**src/rtl/cap_err_chk_cnt.sv**
```systemverilog
// Saturating statistics counter with synchronous clear;
// clear takes priority over a same-cycle increment.
module cap_err_chk_cnt #(
    parameter int W = 16
) (
    input  logic         clk,
    input  logic         rst_n,
    input  logic         clr_i,
    input  logic         inc_i,
    output logic [W-1:0] cnt_o
);
    logic [W-1:0] cnt_q, cnt_d;

    always_comb begin
        cnt_d = cnt_q;
        if (clr_i)
            cnt_d = '0;
        else if (inc_i && (cnt_q != '1))
            cnt_d = cnt_q + W'(1);
    end

    always_ff @(posedge clk or negedge rst_n) begin
        if (!rst_n) cnt_q <= '0;
        else        cnt_q <= cnt_d;
    end

    assign cnt_o = cnt_q;
endmodule

```
**config.mk**
```make
export PLATFORM = sky130hd
export DESIGN_NAME = cap_err_chk_cnt
export DESIGN_NICKNAME = d
export VERILOG_FILES = /design/src/rtl/cap_err_chk_cnt.sv
export SDC_FILE = /design/constraint.sdc
export NUM_CORES = 1
export LEC_CHECK = 0
export ABC_AREA = 1
export ABC_CLOCK_PERIOD_IN_PS = 1900
export CORE_AREA = 2 2 47 49
export DETAILED_ROUTE_END_ITERATION = 8
export DIE_AREA = 0 0 49 51
export DONT_BUFFER_PORTS = 1
export PLACE_DENSITY = 0.76
export SKIP_CTS_REPAIR_TIMING = 1
export SLEW_MARGIN = 20
export SYNTH_ARGS = -nofsm -noshare
export SYNTH_HDL_FRONTEND = slang
export SYNTH_SLANG_ARGS = --single-unit
```
**constraint.sdc**
```tcl
create_clock -name clk -period 1.9 [get_ports clk]
set_clock_uncertainty 0.2 [all_clocks]
set_input_delay 0.38 -clock clk [delete_from_list [all_inputs] [get_ports clk]]
set_output_delay 0.38 -clock clk [all_outputs]
set_load 0.01 [all_outputs]
```
==> metrics.txt, run 1 <==
commonest non-fill, non-tap cell in the layout nand2_1; share of cells above drive strength 1 15.92%; Post-Layout Inst Area 1172 µm²; P_int 0.4779 mW; minimum clock period after layout 1741 ps; Avg WL per Cell 13.05 µm; # IOs 20; final setup fails 0; final worst path period share 91.63%; Hold Violations, Final 0; Leak 0.5875 nW; PD cells 537.6 nW/µm²; number of nets in the layout 163; Rel. slew slack 51.22%; Hold Crit Class primary input to flop; GR Util All Layers 22.26%; Post-Syn Area 1037 µm²; power share of the combinational group 8.2%; Arrival @ worst endpoint 1780 ps; core area 2063 µm²; FF-to-FF path depth 8; YS warnings 0; setup ws final 159.1 ps; total power 0.6303 mW; Syn Area/Cell 7.203 µm²; pre-CTS setup slack 195.5 ps; VDD IR-drop max 0.0004094 V; Worst Path Max Fanout 14; CTS tree built; Die W 49 µm; Synth Register Bits 16; status complete, no violations; switch share 24.18%; first-pass GRT wire length 4264 µm; power share of the clock group 36.9%; RSZ-0062 raised after global routing no; Area Growth Syn to Fin 13.03%; max reg flops 16; Setup TNS Final 0 ps; htree depth 1; DRC Markers 0; post-synthesis net count 149; number of iterations in the first detailed-routing pass 4; cells after synthesis 144; most frequent cells in the layout nand2_1 (55), dfrtp_1 (16), nor2_1 (14); diode count 0; leading area contributor after synthesis dfrtp_1; Max clock buf depth 2; DR vias 960; HPWL after DPL 1887 µm; Setup CP Type flop to flop; die height 51 µm; fmax 574.4 MHz; slew at the pin closest to its max-slew limit 729.4 ps; Startpoint Class flop; DR iter-0 viols 22; top-area cell type share of the netlist area 38.60%; count of cell types in the netlist 23; Placer Congestion 0.8267; vias in the first global route 984; CTS Sinks 16; maxcap violations 0; Total Die Area 2499 µm²; average vias per placed instance 5.189; top cells by area, synth dfrtp_1 (39%), nand2_1 (20%), nand3_1 (5.8%); Clock transition at path regs 100 ps; Clock Latency Late Sink 290 ps; I/O Buffers 0; Detail Route Antenna Nets 0; initial antenna violation count 0; required time of the critical path 1940 ps; placed inst area 1126 µm²; Initial Util 50.27%; clk root buf clkbuf_4; sequential share of power 55.0%; GRT overflow 0; CTS buffer count 3; Rows 17; Detailed Route WL 2415 µm; Psw 0.1524 mW; Hold Path Depth 3; largest net degree at the start of global routing 17; register area share after synthesis 38.60%; flop2flop setup slack 160 ps; Setup crit end kind flop; Slew Limit Fails 0
through the flow:
step | instances | utilization [%] | hold WS [ps]
after detailed placement | 180 | 54.58 | -115.2
after floorplan | 144 | - | -115.6
after CTS | 184 | 56.34 | -438.3
after global routing | 185 | 56.82 | 73.54
after global placement | 180 | 54.58 | -115.2
final | 185 | 56.82 | 41.23
cells by family (layout without fill, tap and decap cells):
kind of cell / count (synthesis) / in the layout / synth area share (%)
fa+ha+maj: 1 / 1 / 1.206
simple gates: 98 / 98 / 42.82
compound gates: 8 / 8 / 5.428
xor+xnor: 5 / 5 / 4.223
flops: 16 / 16 / 38.60
buf+inv: 16 / 29 / 7.719
worst max-delay path, stage by stage, from the launching register on:
cell     delay [ps]
dfrtp_1         510
nand2_1         140
nor2_1          160
nand2_1         120
o21ai_4         170
nand2_4          90
inv_4           150
nand2_1          60
nand2_1          70
layer usage:
layer	wire, µm	GRT usage, %	up-vias
met3	147	6.433	7
met1	1064	25.75	443
li1	-	-	487
met5	0	0	-
met2	1159	38.81	23
met4	44	9.048	0
final timing paths:
check / to / startpoint
setup / recovery: cnt_o[9]$_DFFE_PN0P_ / cnt_o[8]$_DFFE_PN0P_
hold / removal: cnt_o[4]$_DFFE_PN0P_ / clr_i
setup reg to reg: cnt_o[9]$_DFFE_PN0P_ / cnt_o[8]$_DFFE_PN0P_
hold reg to reg: cnt_o[12]$_DFFE_PN0P_ / cnt_o[12]$_DFFE_PN0P_
max in group asynchronous: cnt_o[11]$_DFFE_PN0P_ / rst_n
min in group asynchronous: cnt_o[5]$_DFFE_PN0P_ / rst_n
power by group through the flow:
stage | clock [mW] | combinational [mW] | sequential (mW)
4_1_cts | 0.237 | 0.0433 | 0.347
3_5_place_dp | 0 | 0.0433 | 0.353
3_3_place_gp | 0 | 0.0425 | 0.353
6_report | 0.232 | 0.0514 | 0.347
5_1_grt | 0.248 | 0.0580 | 0.347
2_1_floorplan | 0 | 0.0293 | 0.356
synthesized netlist by cell type (all sizes together):
master,count
nand2,59
dfrtp,16
nor2,16
inv,13
nand3,12
nand4,9
o21ai,5
buf,3
xor2,3
o21bai,2
xnor2,2
a21oi,1
ha,1
nor3,1
or2,1
final cells by class:
class                   instances  area [µm²]
clock buffers                   4       36.28
well taps                      28       35.03
repair buffers                 12       92.59
flip-flops and latches         16       400.4
inverters                      13       51.30
multi-input cells             112       556.8
fillers                       198       890.9
(Power assumes the default switching activity.)
==> inputs of run 2 (changes only) <==
--- a/config.mk
+++ b/config.mk
@@ -7,9 +7,10 @@
 export LEC_CHECK = 0
 export ABC_AREA = 1
 export ABC_CLOCK_PERIOD_IN_PS = 1900
-export CORE_AREA = 2 2 47 49
+export CORE_AREA = 2 2 42 54
+export CTS_CLUSTER_SIZE = 40
 export DETAILED_ROUTE_END_ITERATION = 8
-export DIE_AREA = 0 0 49 51
+export DIE_AREA = 0 0 44 56
 export DONT_BUFFER_PORTS = 1
 export PLACE_DENSITY = 0.76
 export SKIP_CTS_REPAIR_TIMING = 1
==> run 2 against run 1 <==
First-iteration DRC count is the same. Critical endpoint unchanged. Wire length shrank 2.9%. Largest power group unchanged. Sequential power is essentially flat. Highest routed layer unchanged.
==> metrics.txt, run 2 (synthesis gave the netlist of run 1 again) <==
Initial Util 53.55%; first-pass GRT wire length 3960 µm; CTS buffer count 3; Slew Limit Fails 0; M1 wire length 951 µm; CP endpoint cnt_o[9]$_DFFE_PN0P_; Rel. slew slack 50.57%; Detail Route Antenna Nets 0; initial antenna violation count 0; most frequent cells in the layout nand2_1 (55), dfrtp_1 (16), nor2_1 (14); Arrival @ worst endpoint 1780 ps; Worst Path Max Fanout 14; largest net degree at the start of global routing 17; Avg WL per Cell 13.24 µm; RSZ-0062 raised after global routing no; Setup CP Type flop to flop; number of iterations in the first detailed-routing pass 4; Clock transition at path regs 100 ps; fillers 158; core area 1937 µm²; Hold Violations, Final 0; maxcap violations 0; Max clock buf depth 2; Startpoint Class flop; minimum clock period after layout 1745 ps; Fin Hold WS 43.43 ps; average vias per placed instance 5.650; HPWL after DPL 1786 µm; met2 routed WL 1179 µm; final setup fails 0; top sig layer met4; VDD IR-drop max 0.0003914 V; Total Die Area 2464 µm²; FF-to-FF End cnt_o[9]$_DFFE_PN0P_; required time of the critical path 1940 ps; vias in the first global route 926; GR Util All Layers 21.53%; CTS tree built; GRT overflow 0; crit path launch cnt_o[1]$_DFFE_PN0P_; htree depth 1; CTS Sinks 16; clk root buf clkbuf_4; share of cells above drive strength 1 16.56%; total power 0.6284 mW; Hold Crit Class primary input to flop; diode count 0; metal3 WL 168 µm; Setup crit end kind flop; Die W 44 µm; Detailed Route WL 2344 µm; number of nets in the layout 163; Leak 0.5875 nW; Setup TNS Final 0 ps; final worst path period share 91.83%; # IOs 20; slew at the pin closest to its max-slew limit 738.9 ps; DR vias 1000; die height 56 µm; Area Growth Syn to Fin 12.55%; PD cells 538.3 nW/µm²; status complete, no violations; commonest non-fill, non-tap cell in the layout nand2_1; flop2flop setup slack 160 ps; I/O Buffers 0; max reg flops 16; FF-to-FF path depth 9; Rows 18; DRC Markers 0; r2r startpoint cnt_o[1]$_DFFE_PN0P_; fmax 573.1 MHz; DR iter-0 viols 22; Placer Congestion 0.8937; Clock Latency Late Sink 290 ps
run 2: cell counts in the layout (fill, tap and decap cells not counted):
Identical to the previous run, type by type.
run 2: through the flow:
| step | util [%] | worst slack (ps) | instance area, µm² | std cells |
|---|---|---|---|---|
| 2_1_floorplan | - | 179.7 | 1037 | 144 |
| 3_3_place_gp | 57.62 | 212.8 | 1116 | 172 |
| 3_5_place_dp | 57.62 | 184.5 | 1116 | 172 |
| 4_1_cts | 59.50 | 155.1 | 1152 | 176 |
| 5_1_grt | 60.27 | 23.68 | 1167 | 177 |
| 6_report | 60.27 | 155.2 | 1167 | 177 |
run 2: worst min-delay path by stage:
stage               cells past startpoint                    to  slack, ps  startpoint
finish                                  3  cnt_o[4]$_DFFE_PN0P_         40       clr_i
global route                            3  cnt_o[4]$_DFFE_PN0P_         40       clr_i
CTS                                     0  cnt_o[5]$_DFFE_PN0P_       -440       rst_n
detailed placement                      0  cnt_o[5]$_DFFE_PN0P_       -120       rst_n
global placement                        0  cnt_o[6]$_DFFE_PN0P_       -120       rst_n
floorplan                               0  cnt_o[0]$_DFFE_PN0P_       -120       rst_n
run 2: final cells by class:
class                   instances  area, µm²  area share, %
well taps                      20      25.02          2.144
multi-input cells             112      561.8          48.12
clock buffers                   4      36.28          3.108
flip-flops and latches         16      400.4          34.30
inverters                      13      51.30          4.394
repair buffers                 12      92.59          7.931
run 2: worst max-delay path: stages, from the launching register on:
cell,delay [ps]
dfrtp_1,370
ha_1,180
nand2_2,100
nor2_4,180
nand2_4,90
o21ai_4,180
nand2_4,80
inv_4,150
nand2_1,70
nand2_1,70
run 2: power by group:
part | switching (mW) | leakage (nW) | internal, mW
clock network | 0.113 | 0.0210 | 0.117
logic | 0.0344 | 0.344 | 0.0174
registers | 0.00288 | 0.222 | 0.344
run 2: routing by layer:
layer	global-route usage [%]	vias up
met4	12.55	0
met1	23.98	465
met3	6.818	4
met5	0	-
met2	34.66	37
li1	-	494
